File: src/rtl/scan_pkg.sv
// Shared constants, FSM state type and row-step rule for the LED-matrix scan capture block.
package scan_pkg;

   localparam int X_W_DEF     = 3;
   localparam int Y_W_DEF     = 4;
   localparam int ROWS        = 2 ** Y_W_DEF;
   localparam int COLS        = 2 ** X_W_DEF;
   localparam int TIMEOUT_DEF = 32767;
   localparam int CNT_W       = 15;

   typedef enum logic {
      SYNC = 1'b0,
      CAPT = 1'b1
   } scan_state_e;

   // The scanner walks rows downward and may linger on a row; 0 -> 15 wraps modulo ROWS.
   function automatic logic legal_step(input logic [Y_W_DEF-1:0] last_y,
                                       input logic [Y_W_DEF-1:0] y_in);
      logic [Y_W_DEF-1:0] prev_y;
      prev_y = last_y - {{(Y_W_DEF-1){1'b0}}, 1'b1};
      return (y_in == last_y) || (y_in == prev_y);
   endfunction

endpackage

File: src/rtl/scan_row_buffer.sv
// Work/display bitmap pair: the work buffer accumulates the frame being scanned, commit copies
// it to the display buffer, which is read back one row per cycle through a registered port.
module scan_row_buffer
   import scan_pkg::*;
#(
   parameter int X_W = X_W_DEF,
   parameter int Y_W = Y_W_DEF
) (
   input  logic                 clk,
   input  logic                 rst_n,
   input  logic                 set_en,
   input  logic [X_W-1:0]       set_x,
   input  logic [Y_W-1:0]       set_y,
   input  logic                 clr_work,
   input  logic                 commit,
   input  logic [Y_W-1:0]       rd_row,
   output logic [(2**X_W)-1:0]  rd_bits
);

   localparam int NROW = 2 ** Y_W;
   localparam int NCOL = 2 ** X_W;

   logic [NCOL-1:0] work_q    [NROW];
   logic [NCOL-1:0] work_d    [NROW];
   logic [NCOL-1:0] display_q [NROW];
   logic [NCOL-1:0] display_d [NROW];
   logic [NCOL-1:0] rd_bits_q;
   logic [NCOL-1:0] rd_bits_d;

   // Clear is applied before set so a commit strobe lands its own pixel in the fresh frame.
   always_comb begin
      work_d    = work_q;
      display_d = display_q;
      if (commit) begin
         display_d = work_q;
      end
      if (clr_work) begin
         for (int r = 0; r < NROW; r++) begin
            work_d[r] = '0;
         end
      end
      if (set_en) begin
         work_d[set_y][set_x] = 1'b1;
      end
      rd_bits_d = display_q[rd_row];
   end

   always_ff @(posedge clk) begin
      if (!rst_n) begin
         for (int r = 0; r < NROW; r++) begin
            work_q[r]    <= '0;
            display_q[r] <= '0;
         end
         rd_bits_q <= '0;
      end else begin
         work_q    <= work_d;
         display_q <= display_d;
         rd_bits_q <= rd_bits_d;
      end
   end

   assign rd_bits = rd_bits_q;

endmodule

File: src/rtl/scan_frame_capture.sv
// Rebuilds lit-pixel frames from the scanner's (x,y) strobe stream, with sync/sequence/timeout
// tracking. Optional CAPTURE_STATS_EN adds frame and error counters.
module scan_frame_capture
   import scan_pkg::*;
#(
   parameter int X_W     = X_W_DEF,
   parameter int Y_W     = Y_W_DEF,
   parameter int TIMEOUT = TIMEOUT_DEF
) (
   input  logic                CLK,
   input  logic                RSTn,
   input  logic                inStb,
   input  logic [X_W-1:0]      xIn,
   input  logic [Y_W-1:0]      yIn,
   input  logic [Y_W-1:0]      rdRow,
   output logic [(2**X_W)-1:0] rdBits,
   output logic                frameDone,
   output logic                synced,
   output logic                seqErr,
   output logic                toErr,
   input  logic                errClr
`ifdef CAPTURE_STATS_EN
   ,
   output logic [7:0]          frameCnt,
   output logic [7:0]          errCnt
`endif
);

   // inStb is a one-cycle strobe with no backpressure: xIn/yIn are consumed on that edge.
   scan_state_e      state_q, state_d;
   logic [Y_W-1:0]   last_y_q, last_y_d;
   logic [CNT_W-1:0] to_cnt_q, to_cnt_d;
   logic             seq_err_q, seq_err_d;
   logic             to_err_q, to_err_d;
   logic             frame_done_q, frame_done_d;
   logic             set_en, clr_work, commit;

   always_comb begin
      state_d      = state_q;
      last_y_d     = last_y_q;
      to_cnt_d     = to_cnt_q;
      seq_err_d    = seq_err_q & ~errClr;
      to_err_d     = to_err_q & ~errClr;
      frame_done_d = 1'b0;
      set_en       = 1'b0;
      clr_work     = 1'b0;
      commit       = 1'b0;
      case (state_q)
         SYNC: begin
            to_cnt_d = '0;
            if (inStb && (yIn == '1)) begin
               state_d  = CAPT;
               set_en   = 1'b1;
               last_y_d = yIn;
            end
         end
         CAPT: begin
            if (inStb) begin
               to_cnt_d = '0;
               // Wrap must be tested before the generic step rule, which also accepts 0 -> 15.
               if ((last_y_q == '0) && (yIn == '1)) begin
                  commit       = 1'b1;
                  clr_work     = 1'b1;
                  set_en       = 1'b1;
                  frame_done_d = 1'b1;
                  last_y_d     = yIn;
               end else if (legal_step(last_y_q, yIn)) begin
                  set_en   = 1'b1;
                  last_y_d = yIn;
               end else begin
                  seq_err_d = 1'b1;
                  clr_work  = 1'b1;
                  state_d   = SYNC;
               end
            end else if (to_cnt_q == CNT_W'(TIMEOUT - 1)) begin
               to_err_d = 1'b1;
               clr_work = 1'b1;
               to_cnt_d = '0;
               state_d  = SYNC;
            end else if (to_cnt_q != '1) begin
               to_cnt_d = to_cnt_q + 1'b1;
            end
         end
         default: state_d = SYNC;
      endcase
   end

   always_ff @(posedge CLK) begin
      if (!RSTn) begin
         state_q      <= SYNC;
         last_y_q     <= '0;
         to_cnt_q     <= '0;
         seq_err_q    <= 1'b0;
         to_err_q     <= 1'b0;
         frame_done_q <= 1'b0;
      end else begin
         state_q      <= state_d;
         last_y_q     <= last_y_d;
         to_cnt_q     <= to_cnt_d;
         seq_err_q    <= seq_err_d;
         to_err_q     <= to_err_d;
         frame_done_q <= frame_done_d;
      end
   end

   scan_row_buffer #(
      .X_W (X_W),
      .Y_W (Y_W)
   ) u_row_buffer (
      .clk      (CLK),
      .rst_n    (RSTn),
      .set_en   (set_en),
      .set_x    (xIn),
      .set_y    (yIn),
      .clr_work (clr_work),
      .commit   (commit),
      .rd_row   (rdRow),
      .rd_bits  (rdBits)
   );

   assign frameDone = frame_done_q;
   assign synced    = (state_q == CAPT);
   assign seqErr    = seq_err_q;
   assign toErr     = to_err_q;

`ifdef CAPTURE_STATS_EN
   logic [7:0] frame_cnt_q, frame_cnt_d;
   logic [7:0] err_cnt_q, err_cnt_d;

   // Every error event (sequence or timeout) is exactly a CAPT -> SYNC transition.
   always_comb begin
      frame_cnt_d = frame_cnt_q;
      err_cnt_d   = err_cnt_q;
      if (commit) begin
         frame_cnt_d = frame_cnt_q + 8'd1;
      end
      if ((state_q == CAPT) && (state_d == SYNC) && (err_cnt_q != 8'hFF)) begin
         err_cnt_d = err_cnt_q + 8'd1;
      end
   end

   always_ff @(posedge CLK) begin
      if (!RSTn) begin
         frame_cnt_q <= '0;
         err_cnt_q   <= '0;
      end else begin
         frame_cnt_q <= frame_cnt_d;
         err_cnt_q   <= err_cnt_d;
      end
   end

   assign frameCnt = frame_cnt_q;
   assign errCnt   = err_cnt_q;
`endif

endmodule

File: config.mk
export PLATFORM = sky130hd
export DESIGN_NAME = scan_frame_capture
export DESIGN_NICKNAME = d
export VERILOG_FILES = /design/src/rtl/scan_pkg.sv /design/src/rtl/scan_row_buffer.sv /design/src/rtl/scan_frame_capture.sv
export SDC_FILE = /design/constraint.sdc
export NUM_CORES = 1
export LEC_CHECK = 0
export BUFFER_PORTS_ARGS = -buffer_cell sky130_fd_sc_hd__buf_2
export CAP_MARGIN = 40
export CORE_UTILIZATION = 30
export DETAILED_ROUTE_END_ITERATION = 12
export MAX_ROUTING_LAYER = met4
export SETUP_SLACK_MARGIN = 0.05
export SYNTH_ARGS = -nofsm -noshare
export SYNTH_HDL_FRONTEND = slang
export SYNTH_HIERARCHICAL = 1
export SYNTH_SLANG_ARGS = --single-unit
File: constraint.sdc
create_clock -name CLK -period 6.1 [get_ports CLK]
set_input_delay 1.22 -clock CLK [delete_from_list [all_inputs] [get_ports CLK]]
set_output_delay 1.22 -clock CLK [all_outputs]
set_load 0.01 [all_outputs]
==> After elaboration in Yosys (flattened, before gate mapping) <==
Cells that the tools add are included.
{ "word_totals": {"regBits": 287, "latch_bits": 0, "ramBits": 0, "romBits": 0, "wordCells": 110, "memories": 0} }
{ "classes": {"n_addsub": 2, "multipliers": 0, "n_div": 0, "magnitude_cmp": 5, "n_eq_ne": 9, "shift": 0, "n_mux": 41, "bitwise_logic": 7, "n_reduce_logical": 7} }
{ "ops": {"columns": ["op", "count"], "rows": [
  ["$mux W128", 2],
  ["$or A128 B128 Y128", 1],
  ["$mux W15", 3],
  ["$bmux W8 S4", 1],
  ["$demux W8 S4", 1],
  ["$pmux W15 S2", 1],
  ["$mux W8", 3],
  ["$mux W1", 22],
  ["$mux W4", 4],
  ["$add A15 B1 Y15 const B", 1],
  ["$eq A15 B15 Y1 const B", 1],
  ["$ne A15 B15 Y1 const B", 1],
  ["$ge A5 B5 Y1 const B", 2],
  ["$not A4 Y5", 2],
  ["$eq A4 B4 Y1", 2],
  ["$pmux W4 S2", 1],
  ["$lt A5 B1 Y1 const B", 1],
  ["$eq A4 B4 Y1 const B", 1],
  ["$logic_and A1 B1 Y1", 4],
  ["$logic_not A4 Y1", 1],
  ["$lt A3 B4 Y1 const B", 1],
  ["$ne A2 B2 Y1 const B", 2],
  ["$ne A4 B2 Y1 const B", 1],
  ["$pmux W1 S2", 2],
  ["other kinds (8)", 10]
]} }

==> Longest topological paths before layout <==
{ "depth": {"depth_word": 10, "depth_mapped": 13, "mapped_depth_nobuf": 10} }

==> By module <==
Netlist, hierarchy kept.
{ "by_module_without_submodules": {"columns": ["mod", "n_inst", "cells_per_inst", "area_per_inst_um2", "seq_area_each_um2"], "rows": [
  ["scan_row_buffer", 1, 1121, 11278.3, 5285.1],
  ["scan_frame_capture", 1, 151, 1301.2, 460.4]
]} }

==> Least setup slack after synthesis <==
Ideal clock, no wire load.
{ "synth_path": {"kind": "input -> register", "startpoint": "in yIn[3]", "endpoint": "reg u_row_buffer/work_q[64] (netlist name)", "setup_ns": 0.115, "arrival_time_ns": 3.132, "required_ns": 5.985, "setup_slack_ns": 2.853, "cell_stages": 11, "path_buffers": 4, "cell_sequence": "xor2_2 -> xor2_2 -> o41ai_2 -> buf_6 -> o21a_1 -> a21oi_1 -> buf_2 -> buf_2 -> clkbuf_1 -> o22ai_1 -> and2_1"} }
{ "synth_between": {"elab_chain_cells": 9, "elab_cells_between_ends": 24} }
{ "synth_lines": {"columns": ["element", "line", "text"], "rows": [
  ["start: declaration", "scan_frame_capture.sv:14", "input logic [Y_W-1:0] yIn,"],
  ["$eq A4 B4 Y1", "scan_pkg.sv:21", "return (y_in == last_y) || (y_in == prev_y);"],
  ["$logic_or A1 B1 Y1", "scan_pkg.sv:21", null],
  ["$mux W1", "scan_frame_capture.sv:67", "end else if (legal_step(last_y_q, yIn)) begin"],
  ["$mux W1 *", "scan_frame_capture.sv:61", "if ((last_y_q == '0) && (yIn == '1)) begin"],
  ["$mux W1 *", "scan_frame_capture.sv:58", "if (inStb) begin"],
  ["$mux W1 *", "scan_frame_capture.sv:48", "case (state_q)"],
  ["net clr_work", "scan_frame_capture.sv:36", "logic set_en, clr_work, commit;"],
  ["$mux W128 *", "scan_row_buffer.sv:37", "if (clr_work) begin"],
  ["$or A128 B128 Y128 (no line)", null, null],
  ["$mux W128 *", "scan_row_buffer.sv:42", "if (set_en) begin"],
  ["end signal: assignment", "scan_row_buffer.sv:56", "work_q <= work_d;"],
  ["end: declaration", "scan_row_buffer.sv:23", "logic [NCOL-1:0] work_q [NROW];"]
]} }
Mark *: on every way through the listed nets, which the timed path passes. The rest lies on a longest branch.
A chain may end at the register's enable or synchronous reset.

==> Worst setup path in the final report <==
{ "layout_path": {"startpoint": "in yIn[3]", "endpoint": "reg u_row_buffer/work_q[126] (netlist name)"} }
{ "layout_between": {"elab_cells_between_ends": 24} }
{ "layout_lines": {"columns": ["element", "line"], "rows": [
  ["$eq A4 B4 Y1", "scan_pkg.sv:21"],
  ["$logic_or A1 B1 Y1", "scan_pkg.sv:21"],
  ["$mux W1", "scan_frame_capture.sv:67"],
  ["$mux W1", "scan_frame_capture.sv:61"],
  ["$mux W1", "scan_frame_capture.sv:58"],
  ["$pmux W1 S2 *", "scan_frame_capture.sv:48"],
  ["net set_en", "scan_frame_capture.sv:36"],
  ["$mux W128 *", "scan_row_buffer.sv:42"]
]} }
Marked as above.

==> reports/results.tsv <==
metric	value	unit
outcome	completed	
clk_latency	0.55	ns
synth_area_leaders	dfxtp_1 46%, nor2b_1 13%, mux2i_1 12%, mux4_2 5.0%, and2_1 3.7%	
ant_nets	0	
synth_seq_cells	287	
cts_tree	yes	
clock-sinks	287	
yosysUniqueCellTypes	57	
multiInputGateArea	0.00610	mm^2
p_leak	4.61	nW
relSlewSlack	32.0	%
clkTransAtPathRegs	0.06	ns
synthXorXnorAreaFrac	1.02	%
synth_edf_count	0	
powerDensity	268	mW/mm^2
routed_wirelength	29700	um
clockBufferDepth	3	
synth_top_area_cell	dfxtp_1	
cpMostUsedCell	xor2_2	
cts_resized	0	
dp.cells	1740	
synth.avg_cell_area	9.89	um^2
setup_ws	2.15	ns
detail_route.wl_per_cell	16.6	um
hold_violations	0	
gr-total-overflow	0	
final.setup_skew	0.0146	ns
core-area	0.0411	mm^2
final_cells	1788	
n_antenna_cell	0	
areaGrowthSynthToFinish	11.1	%
worstMarginPinSlew	1.02	ns
end_kind	flop	
syn_nets	1291	
path_buf_inv	1	
dp_slack	1.63	ns
synth_top_family_by_area	simple AND/OR/NAND/NOR gates	
hp-class	flop to flop	
dieArea	0.0428	mm^2
synth_seq_area_share	45.7	%
grt_pass1_vias	8370	
yosysWarnings	6	
holdBufCountCts	0	
crit_start	yIn[3]	
worstSetupPathType	input port to flop	
reg2reg_slack	2.41	ns
drive_above_1_share	9.47	%
antenna_found_initial	0	
start_util	30.6	%
holdPathStages	2	
setup_viol	0	
reg2reg_from	last_y_q[0]	
nets	1258	
holdCritStartpoint	to_cnt_q[14]	
cpMaxStageDelayCell	o41ai_2	
synth_adder_area_share	0.398	%
slowest_delay	0.82	ns
cap_violations	0	
hold-path-endpoint	to_cnt_q[14]	
dieWidth	207	um
synth-simple-area-share	21.4	%
crit_family	compound AO/OA/AOI/OAI gates	
drc_errors	0	
grt_pass1_wl	47500	um
post_cts_buffers	0	
crit_fanout	19	
first_pass_iters	6	
p_total	0.00375	W
r2r-end	u_row_buffer/work_q[126]	
portBuffers	26	
routabilityCongestion	0.746	
synth_compound_area_share	8.73	%
grt_max_degree	129	
ios	27	
period_minus_slack	3.95	ns
slew_violations	0	
avgViaCountPerCell	4.76	
synth_mux_area_share	16.8	%
hpwl	18000	um
worstPathRequired	6.58	ns
async_flop_share	0	%
track_usage	14.5	%
syn_area	0.0126	mm^2
start_kind	input port	
cp_data_arrival_time	4.43	ns
drt_iter0_drc	522	
fmax	253	MHz
cts_max_level	1	
ys.flop_type	dfxtp_1	
synth.most_common_cell	dfxtp_1	
tns	0	ns
rows	74	
ff2ff_path_depth	9	
period_share	64.8	%
nFillCells	4193	
clockRootBuffer	clkbuf_16	
syn_inst	1272	
regArea	0.00575	mm^2
ir_drop	0.221	mV
yosysTopAreaCellShare	45.7	%
cts_buffers	29	
rsz0062_at_grt	false	
critical_path.cell_chain	buf_2, xor2_2, xor2_2, o41ai_2, o21a_1, nand4b_1, o22ai_1, and2_1	
ys_top_cells_by_count	287 x dfxtp_1, 254 x nor2b_1, 145 x mux2i_1	
fp.dieH	207	um
vias	8517	
## worst max-delay path by stage
stage / depth (start not counted) / end / slack [ns]
final: 8 / u_row_buffer/work_q[126] / 2.15
after global routing: 8 / u_row_buffer/work_q[6] / 1.86
after CTS: 8 / u_row_buffer/work_q[46] / 2.18
after detailed placement: 8 / u_row_buffer/work_q[101] / 1.63
after global placement: 8 / u_row_buffer/work_q[101] / 1.66
after floorplan: 11 / u_row_buffer/work_q[64] / 2.85
## cells in the final DEF (no fill, tap or decap), types with 3 or more instances in the layout
| cell type | count |
|---|---|
| o22ai_1 | 73 |
| a22oi_1 | 3 |
| nor2b_1 | 254 |
| dfxtp_1 | 287 |
| mux2i_1 | 145 |
| a22o_1 | 3 |
| o2111ai_1 | 6 |
| xnor2_1 | 3 |
| and2_1 | 74 |
| and4_1 | 5 |
| clkbuf_1 | 7 |
| a221o_1 | 3 |
| and2b_1 | 3 |
| and3_1 | 17 |
| buf_2 | 25 |
| clkbuf_8 | 8 |
| clkbuf_16 | 29 |
| buf_4 | 6 |
| ha_1 | 4 |
| mux4_2 | 28 |
| o21a_1 | 3 |
| nor2_1 | 18 |
| nand3_1 | 14 |
| a21oi_1 | 65 |
| nor3_1 | 3 |
| a211oi_1 | 3 |
| inv_1 | 75 |
| nand2_1 | 27 |
| xor2_1 | 8 |
| nand4_1 | 10 |
## sequential cells by signal, indices dropped and copies added (netlist names)
register,cells
u_row_buffer/rd_bits,8
frameDone,1
seqErr,1
u_row_buffer/display_q,128
toErr,1
to_cnt_q,15
synced,1
last_y_q,4
u_row_buffer/work_q,128
## layer usage
layer  share of wire [%]  up-vias  track usage (%)  wire [um]
li1                    -     4253                -          -
met1                  48     4081             19.6      14300
met2                  45      138             22.8      13400
met3                 4.6       45             1.81       1360
met4                 2.3        0             3.55        679
met5                   0        -                -          0
## cell type report
type / count / area share [%]
Tap cell: 532 / 4.76
Timing Repair Buffer: 36 / 1.98
Clock buffer: 44 / 6.17
Sequential cell: 287 / 41.1
Inverter: 75 / 2.01
Multi-Input combinational cell: 810 / 43.6
Clock inverter: 4 / 0.340
## report_power, final
group | switching [W] | internal, W | total, W
logic | 0.0000933 | 0.0000514 | 0.000145
registers | 0.00000178 | 0.00188 | 0.00188
clock network | 0.000725 | 0.00100 | 0.00173
## worst min-delay path, stage by stage (launching register included)
cell	delay (ns)
dfxtp_1	0.33
inv_1	0.05
a21oi_1	0.05
## kinds of logic (layout without fill, tap and decap cells)
kind of cell | Yosys count | count (layout)
buffers and inverters | 175 | 159
xor gates and xnor gates | 13 | 13
and+or+nand+nor | 444 | 444
AOI/OAI and AO/OA | 175 | 175
adders and majority gates | 4 | 4
DFF | 287 | 287
muxes | 174 | 174
## per-stage QoR
stage | utilization [%] | area (um^2) | hold slack, ns
2_1_floorplan | - | 12600 | 0.447
3_3_place_gp | 31.6 | 13000 | 0.462
3_5_place_dp | 31.8 | 13100 | 0.467
4_1_cts | 34.0 | 14000 | 0.478
5_1_grt | 34.0 | 14000 | 0.508
6_report | 34.0 | 14000 | 0.475
(Power assumes the default switching activity.)
